<file path="config.mk">
export PLATFORM = sky130hd
export DESIGN_NAME = fetch_unit_flat
export DESIGN_NICKNAME = d
export VERILOG_FILES = /design/src/rtl/fetch_pkg.sv /design/src/rtl/fetch_unit_if.sv /design/src/rtl/fetch_pc_reg.sv /design/src/rtl/fetch_unit.sv /design/src/flat_wrapper.sv
export SDC_FILE = /design/constraint.sdc
export NUM_CORES = 1
export LEC_CHECK = 0
export BUFFER_PORTS_ARGS = -buffer_cell sky130_fd_sc_hd__clkbuf_2
export CORE_MARGIN = 2
export CORE_UTILIZATION = 52
export CTS_BUF_LIST = sky130_fd_sc_hd__clkbuf_8
export DETAILED_ROUTE_END_ITERATION = 8
export PLACE_DENSITY = 0.83
export SYNTH_ARGS = -nofsm -noshare
export SYNTH_HDL_FRONTEND = slang
export SYNTH_SLANG_ARGS = --single-unit
</file>
<file path="constraint.sdc">
create_clock -name clk -period 4.95 [get_ports clk]
set_clock_uncertainty 0.05 [all_clocks]
set_input_delay 0.2475 -clock clk [delete_from_list [all_inputs] [get_ports clk]]
set_output_delay 0.2475 -clock clk [all_outputs]
set_load 0.05 [all_outputs]
</file>
<file path="src/rtl/fetch_pkg.sv">
// Shared types and constants for the instruction-fetch front end.
package fetch_pkg;

    // Fetch sequencer states: issue request, wait for response, hold for decode.
    typedef enum logic [1:0] {
        REQ  = 2'd0,
        WAIT = 2'd1,
        HOLD = 2'd2
    } state_t;

    // Distance between consecutive instructions.
    localparam int unsigned PC_STEP = 4;

    // Default reset vector; instructions are word aligned.
    localparam logic [31:0] DEFAULT_RESET_PC = 32'h0000_0000;

    // Value forced into pc[1:0] so every fetch address is word aligned.
    localparam logic [1:0] ALIGN_LOW = 2'b00;

endpackage

</file>
<file path="src/rtl/fetch_unit_if.sv">
// Bundle of the fetch unit's redirect, instruction-memory and decode-side signals.
//
// Handshakes: a transfer happens on a rising clk edge where valid && ready are
// both 1. The imem request side may change its address while ready=0 (memory
// samples only on valid && ready). The decode side holds if_pc/if_instr stable
// while if_valid=1 and if_ready=0, except that a redirect withdraws if_valid.
// The response side has no ready: at most one request is outstanding and the
// word arrives in order with imem_rsp_valid.
interface fetch_unit_if #(
    parameter int WIDTH      = 32,
    parameter int DATA_WIDTH = 32
);
    logic                  redirect_valid;
    logic [WIDTH-1:0]      redirect_pc;
    logic                  imem_req_valid;
    logic                  imem_req_ready;
    logic [WIDTH-1:0]      imem_req_addr;
    logic                  imem_rsp_valid;
    logic [DATA_WIDTH-1:0] imem_rsp_data;
    logic                  if_valid;
    logic                  if_ready;
    logic [WIDTH-1:0]      if_pc;
    logic [DATA_WIDTH-1:0] if_instr;
    logic [WIDTH-1:0]      fetch_count;
    fetch_pkg::state_t     dbg_state;

    // Fetch unit side.
    modport master (
        input  redirect_valid, redirect_pc,
        output imem_req_valid, imem_req_addr,
        input  imem_req_ready,
        input  imem_rsp_valid, imem_rsp_data,
        output if_valid, if_pc, if_instr,
        input  if_ready,
        output fetch_count, dbg_state
    );

    // Environment side: execute, instruction memory and decode.
    modport slave (
        output redirect_valid, redirect_pc,
        input  imem_req_valid, imem_req_addr,
        output imem_req_ready,
        output imem_rsp_valid, imem_rsp_data,
        input  if_valid, if_pc, if_instr,
        output if_ready,
        input  fetch_count, dbg_state
    );
endinterface

</file>
<file path="src/rtl/fetch_pc_reg.sv">
// Program counter register with redirect > step > hold next-PC selection.
module fetch_pc_reg
    import fetch_pkg::*;
#(
    parameter int               WIDTH    = 32,
    parameter logic [WIDTH-1:0] RESET_PC = WIDTH'(DEFAULT_RESET_PC)
) (
    input  logic             clk,
    input  logic             rst,
    input  logic             redirect_valid,
    input  logic [WIDTH-1:0] redirect_pc,
    input  logic             step_en,
    output logic [WIDTH-1:0] pc
);
    logic [WIDTH-1:0] pc_d;
    logic [WIDTH-1:0] pc_q;

    // Next PC: redirect wins over stepping; low bits always forced to word alignment.
    always_comb begin
        pc_d = pc_q;
        if (redirect_valid) begin
            pc_d = redirect_pc;
        end else if (step_en) begin
            pc_d = pc_q + WIDTH'(PC_STEP);
        end
        pc_d[1:0] = ALIGN_LOW;
    end

    // PC state, asynchronously reset to the reset vector.
    always_ff @(posedge clk or posedge rst) begin
        if (rst) begin
            pc_q <= RESET_PC;
        end else begin
            pc_q <= pc_d;
        end
    end

    assign pc = pc_q;
endmodule

</file>
<file path="src/rtl/fetch_unit.sv">
// Instruction-fetch front end: one outstanding imem request, a holding
// register toward decode, PC redirects and a delivered-instruction counter.
module fetch_unit
    import fetch_pkg::*;
#(
    parameter int               WIDTH      = 32,
    parameter int               DATA_WIDTH = 32,
    parameter logic [WIDTH-1:0] RESET_PC   = WIDTH'(DEFAULT_RESET_PC)
) (
    input  logic        clk,
    input  logic        rst,
    fetch_unit_if.master bus
);
    state_t                state_d, state_q;
    logic                  kill_d, kill_q;
    logic                  req_valid_d, req_valid_q;
    logic [WIDTH-1:0]      if_pc_d, if_pc_q;
    logic [DATA_WIDTH-1:0] if_instr_d, if_instr_q;
    logic [WIDTH-1:0]      fetch_count_d, fetch_count_q;
    logic [WIDTH-1:0]      pc;
    logic                  if_valid_w;
    logic                  xfer;

    // A redirect in HOLD withdraws the held instruction in the same cycle.
    assign if_valid_w = (state_q == HOLD) && !bus.redirect_valid;
    assign xfer       = if_valid_w && bus.if_ready;

    fetch_pc_reg #(
        .WIDTH    (WIDTH),
        .RESET_PC (RESET_PC)
    ) u_pc_reg (
        .clk            (clk),
        .rst            (rst),
        .redirect_valid (bus.redirect_valid),
        .redirect_pc    (bus.redirect_pc),
        .step_en        (xfer),
        .pc             (pc)
    );

    // Next-state logic for the sequencer, stale-response flag, holding registers and counter.
    always_comb begin
        state_d       = state_q;
        kill_d        = kill_q;
        if_pc_d       = if_pc_q;
        if_instr_d    = if_instr_q;
        fetch_count_d = fetch_count_q;
        case (state_q)
            REQ: begin
                if (bus.imem_req_ready) begin
                    state_d = WAIT;
                    // Redirect in the accept cycle: the coming response is for the old PC.
                    kill_d  = bus.redirect_valid;
                end
            end
            WAIT: begin
                if (bus.imem_rsp_valid) begin
                    if (kill_q || bus.redirect_valid) begin
                        kill_d  = 1'b0;
                        state_d = REQ;
                    end else begin
                        if_instr_d = bus.imem_rsp_data;
                        if_pc_d    = pc;
                        state_d    = HOLD;
                    end
                end else if (bus.redirect_valid) begin
                    kill_d = 1'b1;
                end
            end
            HOLD: begin
                if (bus.redirect_valid) begin
                    state_d = REQ;
                end else if (bus.if_ready) begin
                    state_d       = REQ;
                    fetch_count_d = fetch_count_q + 1'b1;
                end
            end
            default: begin
                state_d = REQ;
            end
        endcase
        req_valid_d = (state_d == REQ);
    end

    // Sequencer and output registers; reset abandons any outstanding request.
    always_ff @(posedge clk or posedge rst) begin
        if (rst) begin
            state_q       <= REQ;
            kill_q        <= 1'b0;
            req_valid_q   <= 1'b1;
            if_pc_q       <= '0;
            if_instr_q    <= '0;
            fetch_count_q <= '0;
        end else begin
            state_q       <= state_d;
            kill_q        <= kill_d;
            req_valid_q   <= req_valid_d;
            if_pc_q       <= if_pc_d;
            if_instr_q    <= if_instr_d;
            fetch_count_q <= fetch_count_d;
        end
    end

    assign bus.imem_req_valid = req_valid_q;
    assign bus.imem_req_addr  = pc;
    assign bus.if_valid       = if_valid_w;
    assign bus.if_pc          = if_pc_q;
    assign bus.if_instr       = if_instr_q;
    assign bus.fetch_count    = fetch_count_q;
    assign bus.dbg_state      = state_q;
endmodule

</file>
<file path="src/flat_wrapper.sv">
// flat-port wrapper written by rule: the top's interface ports become plain ports
module fetch_unit_flat import fetch_pkg::*;
#(
    parameter int               WIDTH      = 32,
    parameter int               DATA_WIDTH = 32,
    parameter logic [WIDTH-1:0] RESET_PC   = WIDTH'(DEFAULT_RESET_PC)
)
  (clk, rst, bus_redirect_valid, bus_redirect_pc, bus_imem_req_valid, bus_imem_req_addr, bus_imem_req_ready, bus_imem_rsp_valid, bus_imem_rsp_data, bus_if_valid, bus_if_pc, bus_if_instr, bus_if_ready, bus_fetch_count, bus_dbg_state);
  fetch_unit_if #(.WIDTH(WIDTH), .DATA_WIDTH(DATA_WIDTH)) bus_i ();
  input  logic clk;
  input  logic rst;
  input wire logic [$bits(bus_i.redirect_valid)-1:0] bus_redirect_valid;
  input wire logic [$bits(bus_i.redirect_pc)-1:0] bus_redirect_pc;
  output wire logic [$bits(bus_i.imem_req_valid)-1:0] bus_imem_req_valid;
  output wire logic [$bits(bus_i.imem_req_addr)-1:0] bus_imem_req_addr;
  input wire logic [$bits(bus_i.imem_req_ready)-1:0] bus_imem_req_ready;
  input wire logic [$bits(bus_i.imem_rsp_valid)-1:0] bus_imem_rsp_valid;
  input wire logic [$bits(bus_i.imem_rsp_data)-1:0] bus_imem_rsp_data;
  output wire logic [$bits(bus_i.if_valid)-1:0] bus_if_valid;
  output wire logic [$bits(bus_i.if_pc)-1:0] bus_if_pc;
  output wire logic [$bits(bus_i.if_instr)-1:0] bus_if_instr;
  input wire logic [$bits(bus_i.if_ready)-1:0] bus_if_ready;
  output wire logic [$bits(bus_i.fetch_count)-1:0] bus_fetch_count;
  output wire logic [$bits(bus_i.dbg_state)-1:0] bus_dbg_state;
  assign bus_i.redirect_valid = bus_redirect_valid;
  assign bus_i.redirect_pc = bus_redirect_pc;
  assign bus_imem_req_valid = bus_i.imem_req_valid;
  assign bus_imem_req_addr = bus_i.imem_req_addr;
  assign bus_i.imem_req_ready = bus_imem_req_ready;
  assign bus_i.imem_rsp_valid = bus_imem_rsp_valid;
  assign bus_i.imem_rsp_data = bus_imem_rsp_data;
  assign bus_if_valid = bus_i.if_valid;
  assign bus_if_pc = bus_i.if_pc;
  assign bus_if_instr = bus_i.if_instr;
  assign bus_i.if_ready = bus_if_ready;
  assign bus_fetch_count = bus_i.fetch_count;
  assign bus_dbg_state = bus_i.dbg_state;
  fetch_unit #(.WIDTH(WIDTH), .DATA_WIDTH(DATA_WIDTH), .RESET_PC(RESET_PC)) u_core (.clk(clk), .rst(rst), .bus(bus_i));
endmodule
</file>
After elaboration in Yosys (flattened, before gate mapping)
Index checks and enable logic that the tools add are counted.

word-level totals
  bits in registers = 128
  latch bits = 0
  bits in writable memories = 0
  bits in read-only memories = 0
  input bits = 70
  output and inout port bits = 132
  word-level logic and storage cells = 40
  memories = 0

operators by class
  $add $sub $neg = 2
  multiply operators = 0
  div/mod/pow operators = 0
  $lt $le $gt $ge = 0
  equality and inequality tests = 5
  shifts and indexed selects = 0
  mux-type cells = 13
  bitwise gates (word level) = 2
  reduce and logical (&&, ||, !) cells = 11

operator list
  cell                   number
  $mux 32                2
  $add 32x1->32 const B  1
  $add 32x3->32 const B  1
  $mux 2                 5
  $pmux 2 s3             1
  $reduce_and 3->1       2
  $logic_not 2->1        2
  $mux 1                 4
  $reduce_and 4->1       1
  $reduce_bool 2->1      2
  $ne 3x2->1 const B     1
  $ne 3x3->1 const B     1
  $eq 2x1->1 const B     1
  $eq 2x2->1 const B     1
  $logic_and 1x1->1      2
  $ne 2x2->1 const B     1
  $not 1->1              2
  $pmux 1 s2             1
  $logic_not 1->1        1
  $logic_or 1x1->1       1

Logic depth before layout (Yosys ltp)
  depth in word-level cells = 5
  depth in mapped cells = 6
  gate-level depth less buffers = 5

Cells and area by module
From an unflattened synthesis, not the netlist that was laid out.

unflattened totals
  cell total of the unflattened synthesis = 495
  area, all modules = 5839.4 um^2

modules (own cells, without submodules)
  module        instances  cells each  area an instance (um^2)  seq. area each (um^2)
  fetch_unit    1          288         4060.1                   2503.7
  fetch_pc_reg  1          207         1779.2                   750.7

Least setup slack after synthesis
Ideal clock, no wire load.

  kind = reg2reg
  start = register u_core.state_q[1] (netlist: u_core.bus.dbg_state[1])
  end = register u_core.fetch_count_q[13] (netlist: u_core.bus.fetch_count[13])
  library setup time = 82 ps
  data arrival time = 2456 ps
  required time = 4818 ps
  slack = 2362 ps
  cell stages (with the launch flop) = 7
  buffers on the path = 1
  period minus slack after synthesis = 2588 ps
  cell sequence = dfrtp_1 > buf_4 > or3b_2 > inv_1 > nand4_1 > nor3_1 > xor2_1

on the way
  longest elaborated chain between the ends = 2

ends and longest elaborated chain
  element                     RTL line          source
  from (decl)                 fetch_unit.sv:14  state_t state_d, state_q;
  from (signal assigned)      fetch_unit.sv:94  state_q <= state_d;
  $eq 2x2->1                  fetch_unit.sv:47  case (state_q)
  $reduce_and 3->1 (no line)  -
  to (signal assigned)        fetch_unit.sv:99  fetch_count_q <= fetch_count_d;
  to (decl)                   fetch_unit.sv:19  logic [WIDTH-1:0] fetch_count_d, fetch_count_q;

Every way passes these cells.
A chain may end at the register's enable or synchronous reset.

Final worst setup path
  start = register u_core.state_q[1] (netlist: u_core.bus.dbg_state[1])
  end = register u_core.fetch_count_q[24] (netlist: u_core.bus.fetch_count[24])

The elaborated chain is that of the path after synthesis.

==> out/qor.yml <==
multi_input_area_um2: 2497
ys_top_cells_by_count: "dfrtp_1 (127), mux2_2 (63), nand2_1 (37)"
fin_setup_tns_ps: 0
post-synth-top-count-cell: "dfrtp_1"
hold_slack_ps: 38.84
netlist_area_um2: 5814
ys_ff_latch: 128
cp_top_family: "simple AND/OR/NAND/NOR gates"
maxCapViolations: 0
cts_root_buffer: "clkbuf_8"
die_y_um: 109.7
crit_buf_inv: 0
vdd_drop_max_uv: 659.0
slowest_stage: "nor4_4"
gp_congestion: 0.8469
numCtsBuffers: 17
fin_crit_sh: 0.5090
cts_setup_buffers: 0
vias: 5018
post_drt_wl_per_cell_um: 17.40
die_w_um: 109.7
layout.nets: 817
clkLatencyLatePin_ps: 440
hold_class: "input port to register"
cp.required_ps: 5240
ant_nets: 0
num_antenna_cells: 0
fmax_mhz: 396.9
crit_chain: "or3b_2, nor4_4, nand4_1, xnor2_1"
crit_path_start_kind: "register"
io_pins: 202
finalWorstSetupSlack_ps: 2430
ys.flop_type: "dfrtp_1"
grt_antenna_before_repair: 0
drt_iter0_drc: 386
grt_max_degree: 71
placed_cell_area_um2: 6900
clock_tree.buffer_depth: 2
worstSetupPathType: "register to register"
htreeDepth: 4
initial_core_util: 0.5340
yosys_warnings: 0
tritoncts_num_sinks: 128
status: "finished, final reports clean"
syn_area_per_cell_um2: 11.82
design.die.area_um2: 12040
grt-ovfl-total: 0
critical_path.max_stage_delay_ps: 760
grt_pass1_vias: 5029
hold_viol_final: 0
routed_wl_um: 15620
finalCriticalPeriod_ps: 2520
drc: 0
grt_pass1_wl_um: 24830
track_usage: 0.2700
first_pass_iters: 5
async_flop_share: 1.000
row_count: 38
final_area_um2: 7913
synth.yosys.seq_area_share: 0.5511
nFillCells: 736
power_leakage_nw: 3.671
ys_top_cells_by_area: "dfrtp_1 (55%), mux2_2 (12%), xnor2_1 (4.1%)"
setup_viol: 0
worst_pin_slew_ps: 879.6
port_buffers: 195
maxSlewHeadroom: 0.4082
coreArea_um2: 10890
path_max_fanout: 17
synth-edff-count: 0
cts_tree: "done"
arrival_ps: 2800
synth_top_cell_by_area: "dfrtp_1"
grt_setup_unrepaired: "false"
place_ws_ps: 2197
synth_top_area_share: 0.5466
power.density_nw_per_um2: 553.0
routed_via_density: 5.588
area_delta_synth_final_pct: 36.09
clkTransAtPathRegs_ps: 80
synth_cells: 492
dpl.hpwl_um: 10250
yosys.cell_types.count: 53
drive_gt1_frac: 0.3997
maxSlewViolCount: 0
end_kind: "register"
seqCellArea_um2: 3204
placed cells by master (no fill, tap or decap), drive strengths merged, types with 8 or more instances in the layout:
cell type / instances
o21ai: 14
or4: 13
o31ai: 8
clkbuf: 212
nand4: 27
nand2: 37
and4: 9
xor2: 13
nand3: 22
xnor2: 27
dlygate4sd3: 56
nor2: 21
dfrtp: 127
mux2: 63
a31oi: 9
layout make-up:
type,count,area share
inverters,6,0.003163
flip-flops and latches,128,0.4050
clock buffers,17,0.02957
multi-input cells,338,0.3156
clock inverters,15,0.02751
repair buffers,254,0.1970
well taps,140,0.02214
cell families (layout without fill, tap and decap cells):
| kind of cell | after synthesis | after routing | share of synthesized area |
|---|---|---|---|
| AOI/OAI and AO/OA | 51 | 51 | 0.06068 |
| other | 1 | 4 | 0.0006450 |
| adders and majority gates | 2 | 2 | 0.004303 |
| and+or+nand+nor | 173 | 173 | 0.1696 |
| DFF | 128 | 128 | 0.5511 |
| xor gates and xnor gates | 40 | 40 | 0.06025 |
| buffers and inverters | 29 | 292 | 0.02281 |
| muxes | 68 | 68 | 0.1306 |
final timing paths:
| kind | startpoint | to | slack (ps) | cells after the start |
|---|---|---|---|---|
| worst min-delay path | bus_redirect_pc[30] | u_core.u_pc_reg.pc[30]$_DFFE_PP0P_ | 40 | 3 |
| worst max register to register | u_core.bus.dbg_state[1]$_DFF_PP0_ | u_core.bus.fetch_count[24]$_DFFE_PP0P_ | 2430 | 4 |
| min in group asynchronous | rst | u_core.bus.if_instr[14]$_DFFE_PP0P_ | 490 | 3 |
| max in group asynchronous | rst | u_core.bus.fetch_count[3]$_DFFE_PP0P_ | 3080 | 4 |
| worst min register to register | u_core.bus.fetch_count[31]$_DFFE_PP0P_ | u_core.bus.fetch_count[31]$_DFFE_PP0P_ | 430 | 1 |
| worst max-delay path | u_core.bus.dbg_state[1]$_DFF_PP0_ | u_core.bus.fetch_count[24]$_DFFE_PP0P_ | 2430 | 4 |
registers in the layout, summed over array words and instances, names as in the netlist:
| name | flops |
|---|---|
| u_core.bus.if_instr | 32 |
| u_core.u_pc_reg.pc | 30 |
| u_core.bus.if_pc | 30 |
| u_core.bus.imem_req_valid | 1 |
| u_core.bus.fetch_count | 32 |
| u_core.kill_q | 1 |
| u_core.bus.dbg_state | 2 |
what timing repair did:
| item | CTS | global route |
|---|---|---|
| hold endpoints to repair | 124 | 0 |
| hold buffers | 56 | 0 |
| gates resized for setup | 0 | 0 |
per-stage QoR:
step / utilization / total power, mW / std cells
2_1_floorplan: - / 2.888 / 495
3_3_place_gp: 0.6338 / 3.284 / 810
3_5_place_dp: 0.6338 / 3.328 / 810
4_1_cts: 0.7267 / 4.386 / 898
5_1_grt: 0.7267 / 4.563 / 898
6_report: 0.7267 / 4.375 / 898
metal layers:
metal / routed length [µm] / vias up / global-route usage
li1: - / 2313 / -
met1: 6243 / 2460 / 0.3180
met2: 8030 / 210 / 0.4638
met3: 966 / 35 / 0.07291
met4: 382 / 0 / 0.1157
met5: 0 / - / 0
power breakdown:
| part | total, mW | internal, mW | switching, mW |
|---|---|---|---|
| Combinational | 1.82 | 0.469 | 1.35 |
| Sequential | 1.54 | 1.34 | 0.202 |
| Clock | 1.02 | 0.595 | 0.425 |
tightest hold or removal path: cells and delay by family:
family / cells / cell delay (ps)
buf+inv: 1 / 80
simple gates: 1 / 110
compound gates: 1 / 50
Power figures use the tool's default switching activity.
